## src/rtl/mul_unit.sv

```systemverilog
// Multi-cycle radix-2 shift-add multiplier for MUL / MULH / MULHU.
// Operands are latched on accept as magnitudes with a separate sign flag.
// One shift-add step runs per CALC cycle. A final CALC cycle applies the
// sign and registers the selected product half into mul_out.
module mul_unit #(
  parameter int         WIDTH    = 32,
  parameter logic [3:0] OP_MUL   = 4'd10,
  parameter logic [3:0] OP_MULH  = 4'd11,
  parameter logic [3:0] OP_MULHU = 4'd12
) (
  input  logic             clk,
  input  logic             rst,
  input  logic             start,
  input  logic [3:0]       mul_sel,
  input  logic [WIDTH-1:0] rs1_data,
  input  logic [WIDTH-1:0] rs2_data,
  output logic             busy,
  output logic             done,
  output logic [WIDTH-1:0] mul_out
);

  // The counter reaches WIDTH. Counts 0..WIDTH-1 are the shift-add
  // iterations, and count WIDTH is the finalize step that writes mul_out.
  localparam int                   CNT_W    = $clog2(WIDTH + 1);
  localparam logic [CNT_W-1:0]     LAST_CNT = CNT_W'(WIDTH);
  localparam logic [CNT_W-1:0]     CNT_ONE  = CNT_W'(1);
  localparam logic [WIDTH-1:0]     ONE_W    = WIDTH'(1);
  localparam logic [2*WIDTH-1:0]   ONE_2W   = (2 * WIDTH)'(1);

  typedef enum logic [1:0] {
    S_IDLE = 2'd0,
    S_CALC = 2'd1,
    S_DONE = 2'd2
  } state_t;

  state_t               r_state;
  state_t               w_state_nxt;

  logic [WIDTH-1:0]     r_mcand;
  logic [WIDTH-1:0]     r_mplier;
  logic [2*WIDTH-1:0]   r_prod;
  logic [CNT_W-1:0]     r_cnt;
  logic                 r_neg;
  logic                 r_op_low;
  logic [WIDTH-1:0]     r_mul_out;

  logic                 w_valid_op;
  logic                 w_accept;
  logic                 w_is_signed;
  logic                 w_last;
  logic [WIDTH:0]       w_sum;
  logic [2*WIDTH-1:0]   w_prod_step;
  logic [2*WIDTH-1:0]   w_prod_final;

  // Unsigned magnitude of a signed operand. The most negative value negates
  // to itself, which reads correctly as the unsigned value 2^(WIDTH-1).
  function automatic logic [WIDTH-1:0] fn_mag(input logic signed [WIDTH-1:0] v);
    logic [WIDTH-1:0] u;
    u = v;
    return (v < 0) ? (~u + ONE_W) : u;
  endfunction

  // Conditional two's-complement negation of the full-width product, mod 2^(2W).
  function automatic logic [2*WIDTH-1:0] fn_apply_sign(input logic [2*WIDTH-1:0] p,
                                                       input logic               neg);
    return neg ? (~p + ONE_2W) : p;
  endfunction

  assign w_valid_op   = (mul_sel == OP_MUL) || (mul_sel == OP_MULH) || (mul_sel == OP_MULHU);
  assign w_accept     = (r_state == S_IDLE) && start && w_valid_op;
  assign w_is_signed  = (mul_sel != OP_MULHU);
  assign w_last       = (r_cnt == LAST_CNT);

  assign w_sum        = {1'b0, r_prod[2*WIDTH-1:WIDTH]}
                      + {1'b0, (r_mplier[0] ? r_mcand : '0)};
  assign w_prod_step  = {w_sum, r_prod[WIDTH-1:1]};
  assign w_prod_final = fn_apply_sign(r_prod, r_neg);

  // Next-state decode for IDLE -> CALC -> DONE -> IDLE.
  always_comb begin
    w_state_nxt = r_state;
    case (r_state)
      S_IDLE:  if (w_accept) w_state_nxt = S_CALC;
      S_CALC:  if (w_last)   w_state_nxt = S_DONE;
      S_DONE:  w_state_nxt = S_IDLE;
      default: w_state_nxt = S_IDLE;
    endcase
  end

  // State register; reset aborts any operation in flight.
  always_ff @(posedge clk) begin
    if (rst) r_state <= S_IDLE;
    else     r_state <= w_state_nxt;
  end

  // Operand latch on accept, shift-add iterations, and the final result write.
  always_ff @(posedge clk) begin
    if (rst) begin
      r_mcand   <= '0;
      r_mplier  <= '0;
      r_prod    <= '0;
      r_cnt     <= '0;
      r_neg     <= 1'b0;
      r_op_low  <= 1'b0;
      r_mul_out <= '0;
    end else if (w_accept) begin
      r_mcand   <= w_is_signed ? fn_mag(rs1_data) : rs1_data;
      r_mplier  <= w_is_signed ? fn_mag(rs2_data) : rs2_data;
      r_neg     <= w_is_signed & (rs1_data[WIDTH-1] ^ rs2_data[WIDTH-1]);
      r_op_low  <= (mul_sel == OP_MUL);
      r_prod    <= '0;
      r_cnt     <= '0;
    end else if (r_state == S_CALC) begin
      if (!w_last) begin
        r_prod   <= w_prod_step;
        r_mplier <= r_mplier >> 1;
        r_cnt    <= r_cnt + CNT_ONE;
      end else begin
        r_mul_out <= r_op_low ? w_prod_final[WIDTH-1:0]
                              : w_prod_final[2*WIDTH-1:WIDTH];
      end
    end
  end

  assign busy    = (r_state != S_IDLE);
  assign done    = (r_state == S_DONE);
  assign mul_out = r_mul_out;

endmodule

```

## config.mk

```make
export PLATFORM = sky130hd
export DESIGN_NAME = mul_unit
export DESIGN_NICKNAME = d
export VERILOG_FILES = /design/src/rtl/mul_unit.sv
export SDC_FILE = /design/constraint.sdc
export NUM_CORES = 1
export LEC_CHECK = 0
export BUFFER_PORTS_ARGS = -buffer_cell sky130_fd_sc_hd__buf_2
export CAP_MARGIN = 10
export CORE_MARGIN = 5
export CORE_UTILIZATION = 65
export CTS_BUF_LIST = sky130_fd_sc_hd__clkbuf_2
export DETAILED_ROUTE_END_ITERATION = 10
export PLACE_DENSITY_LB_ADDON = 0.25
export SETUP_SLACK_MARGIN = 0.5
export SYNTH_ARGS = -nofsm -noshare
export SYNTH_HDL_FRONTEND = slang
export SYNTH_SLANG_ARGS = --single-unit
```

## constraint.sdc

```tcl
create_clock -name clk -period 6.53 [get_ports clk]
set_input_delay 0.3265 -clock clk [delete_from_list [all_inputs] [get_ports clk]]
set_output_delay 0.3265 -clock clk [all_outputs]
set_load 0.02 [all_outputs]
```

# Word level (Yosys, flattened, before mapping)
# Cells that the tools add are included.
# Widths: inputs -> output; s select.
# totals
output_inout_bits	34
ram_bits	0
input_bits	71
word_cells	57
latch_bits	0
memories	0
regBits	170
rom_bits	0
# classes
n_reduce_logical	12
shifts	0
bitwise	7
div	0
add_sub_neg	5
n_lt_le_gt_ge	2
n_eq_ne	10
mul	0
mux	13
# ops
cell	count
$mux 32	9
$add 32x1->32 const B	2
$add 64x1->64 const B	1
$lt 32x1->1 const B	2
$mux 64	1
$not 32->32	2
$not 64->64	1
$add 32x32->33	1
$eq 4x4->1 const B	3
$add 6x1->6 const B	1
$eq 6x6->1 const B	1
$ne 2x2->1 const B	3
$reduce_and 2->1	3
$mux 2	2
$ne 4x4->1 const B	1
$pmux 2 s2	1
$reduce_bool 2->1	2
$reduce_and 3->1	1
$eq 2x1->1 const B	1
$eq 2x2->1 const B	1
$logic_and 1x1->1	2
$logic_not 2->1	1
$logic_or 1x1->1	2
$not 1->1	2
3 further kinds	3

# Longest topological paths before layout
# logic_depth
word_depth	6
depth_mapped	11
mapped_depth_nobuf	10

# Worst setup path after synthesis
# No wires, ideal clock.
# synth_path
path_kind	flip-flop to flip-flop
from	register r_prod[10]
to	register r_mul_out[25], in the netlist mul_out[25]
required_ns	6.415
synth_period_minus_slack_ns	2.878
path_slack_ns	3.652
t_arrival_ns	2.764
n_path_buf	1
setup_time_ns	0.115
stages_incl_launch_ff	9
path_cell_list	dfxtp_1 > buf_6 > or4_4 > or4_4 > or3_4 > o41ai_4 > o21ai_1 > xnor2_1 > a2111oi_0
# synth_between
elab_chain_len	4
# synth_rtl
item	line	rtl
start: declaration	41	logic [2*WIDTH-1:0] r_prod;
start signal: assignment	115	r_prod <= w_prod_step;
$not 64->64	66	return neg ? (~p + ONE_2W) : p;
$add 64x1->64	66	
$mux 64	66	
$mux 32	119	r_mul_out <= r_op_low ? w_prod_final[WIDTH-1:0]
end signal: assignment	119	
end: declaration	45	logic [WIDTH-1:0] r_mul_out;
# No other way between the ends.
# A chain may end at the register's enable or synchronous reset.

# Worst setup path after layout
# layout_path
from	register r_prod[37]
to	register r_mul_out[25], in the netlist mul_out[25]
# Same word-level chain as after synthesis.

==> flow_summary.ini <==
[power_and_ir_drop]
pwr-share-comb = 0.141
total_leakage_power_nw = 5.167
p_seq_frac = 0.543
power_density_nw_per_um2 = 150.4
clkPwrFrac = 0.316
swShare = 0.2959
vdd_ir_drop_max_mv = 0.09775
switchingPower_mw = 0.5858
p_int_mw = 1.394
power_mw = 1.980

[grt]
first_global_vias = 11850
antenna_found_initial = 1
grt_max_degree = 72
grt_pass1_wl_microns = 60240
grtUsageTotal = 0.3608
grt-ovfl-total = 0

[run_status]
outcome = finished, final reports clean

[layout]
fin_util = 0.7582
area_growth_pct = 13.89
ff_latch_area_sq_um = 3406
final_cell_mix = nand2_1, dfxtp_1, nor2_1, a21oi_1, buf_2
layout.nets = 1778
drive_above_1_share = 0.1070
fillers = 1305
multi_input_area_sq_um = 7702
layout_commonest_cell = nand2_1

[placement]
gp_congestion = 1.002
io_buffer_count = 104
hpwl_microns = 24580

[die]
core_sq_um = 17360
io_pins = 105
start_util = 0.6657
die_w_microns = 143.3
fp.dieArea_sq_um = 20540
die_h_microns = 143.3
rows = 48

[drt]
viasPerCell = 6.557
drt_wl_total_microns = 37130
wl_per_cell_microns = 19.44
drc_errors = 0
antenna_left = 0
drt_iter0_drc = 1531
vias = 12520
first_pass_iters = 10

[yosys]
synth_edf_count = 0
ys_types = 73
seq_area_frac_synth = 0.2945
yosys.area.top_type_share = 0.2945
yosys-top-cells-area = dfxtp_1, nand2_1, a21oi_1
yosys.area.top_type = dfxtp_1
ys_async_sr_fraction = 0
yosys_warnings = 0
syn_inst = 1558
synth.avg_cell_area_sq_um = 7.416
ys_dominant_reg_cell = dfxtp_1
synthesis.nets = 1667
syn_area_sq_um = 11550
ys_ff_latch = 170

[job]
maxCapViolations = 0

[worst_setup_path]
crit_chain = or4_1, nor4b_1, nand3_1, o41ai_4, o21ai_1, xnor2_1, a2111oi_0
crit_family = simple AND/OR/NAND/NOR gates
critPathCaptureType = register
path_class = register to register
cp.arrival_ps = 4220
start_kind = register
cp.buffers_inverters = 0
slowest_delay_ps = 800
path_max_fanout = 8
cp.required_ps = 7290
cp_slowest_cell = nor4b_1

[clock_network]
cts.repair.resized = 0
cts_tree = built
numCtsBuffers = 17
clock-root-buffer = clkbuf_2
cts_buffer_depth = 2
cts_sinks = 170
cts.clk_slew.worst_paths_ps = 260
insertion_delay_ps = 850
cts_max_level = 4

[sta]
clock.fmax_mhz = 289.2
setup_tns_ps = 0
rsz0062_at_grt = false
slew_headroom = 0.3390
worst_pin_slew_ps = 982.5
post-route-period-util = 0.5295
timing.final.crit_period_ps = 3458
hold_viol = 0
slew_violations = 0
skew_ps = 32.29
hold_slack_ps = 24.93
finalSetupViolations = 0

[min_path]
hold_class = input port to register
[final timing paths]
path	cells after the start	end	slack, ps	start
max	7	mul_out[25]	3070	r_prod[37]
min reg2reg	2	r_op_low	470	r_op_low
max reg2reg	7	mul_out[25]	3070	r_prod[37]
min	3	mul_out[7]	20	rst
[power by group through the flow]
stage               registers [mW]  logic, mW  clock network [mW]
global route                  1.08      0.300               0.665
CTS                           1.07      0.262               0.620
finish                        1.08      0.279               0.625
detailed placement            1.09      0.217                   0
global placement              1.09      0.212                   0
floorplan                     1.09      0.145                   0
[cells in the mapped netlist, types with 35 or more instances]
cell,instances
a211oi_1,47
and2_1,36
a311oi_1,35
nand3_1,35
ha_1,37
nand2_1,258
nor3_1,40
dfxtp_1,170
o21ai_0,65
nor2_1,159
clkbuf_1,91
xor2_1,58
a21oi_1,125
xnor2_1,61
[worst register-to-register path: stages, from the launching register on]
cell and delay (ps):
dfxtp_1 480, or4_1 620, nor4b_1 800, nand3_1 350, o41ai_4 460, o21ai_1 140
xnor2_1 150, a2111oi_0 370
[layer usage]
metal / share of wire / GRT usage / wire, microns
met1: 0.40 / 0.4530 / 14820
met2: 0.46 / 0.5950 / 16960
met3: 0.097 / 0.07121 / 3612
met4: 0.047 / 0.1769 / 1742
met5: 0 / 0 / 0
[cell families after synthesis]
kind of cell | Yosys count | share of synthesized area
AO/OA/AOI/OAI | 412 | 0.2368
multiplexers | 22 | 0.01938
buffers and inverters | 124 | 0.04180
XOR/XNOR | 119 | 0.09020
AND/OR/NAND/NOR | 673 | 0.2755
flip-flops | 170 | 0.2945
adder cells (fa/ha/maj) | 38 | 0.04180
[sequential cells by signal (all words and copies together), names as in the netlist]
name,cells
r_state,2
r_mcand,32
r_neg,1
r_op_low,1
r_mplier,32
r_cnt,6
r_prod,64
mul_out,32
[through the flow]
step | cells | cell area (sq um) | setup slack [ps]
after floorplan | 1558 | 11550 | 3652
after global placement | 1792 | 12060 | 3229
after detailed placement | 1792 | 12060 | 3163
after CTS | 1907 | 13150 | 3110
after global routing | 1908 | 13160 | 2761
final | 1910 | 13160 | 3072
[timing repair]
action                                 4_1_cts  5_1_grt
setup buffers                                0        0
hold buffers                                83        0
endpoints found under the hold margin       66        0
[final cells by class]
cell class	count	area share
multi-input cells	1264	0.5853
flip-flops and latches	170	0.2588
repair buffers	198	0.1090
well taps	225	0.02139
clock inverters	14	0.01303
clock buffers	18	0.006845
inverters	18	0.005134
diodes	3	0.0005705
No activity file was read; power rests on OpenSTA's default activity.
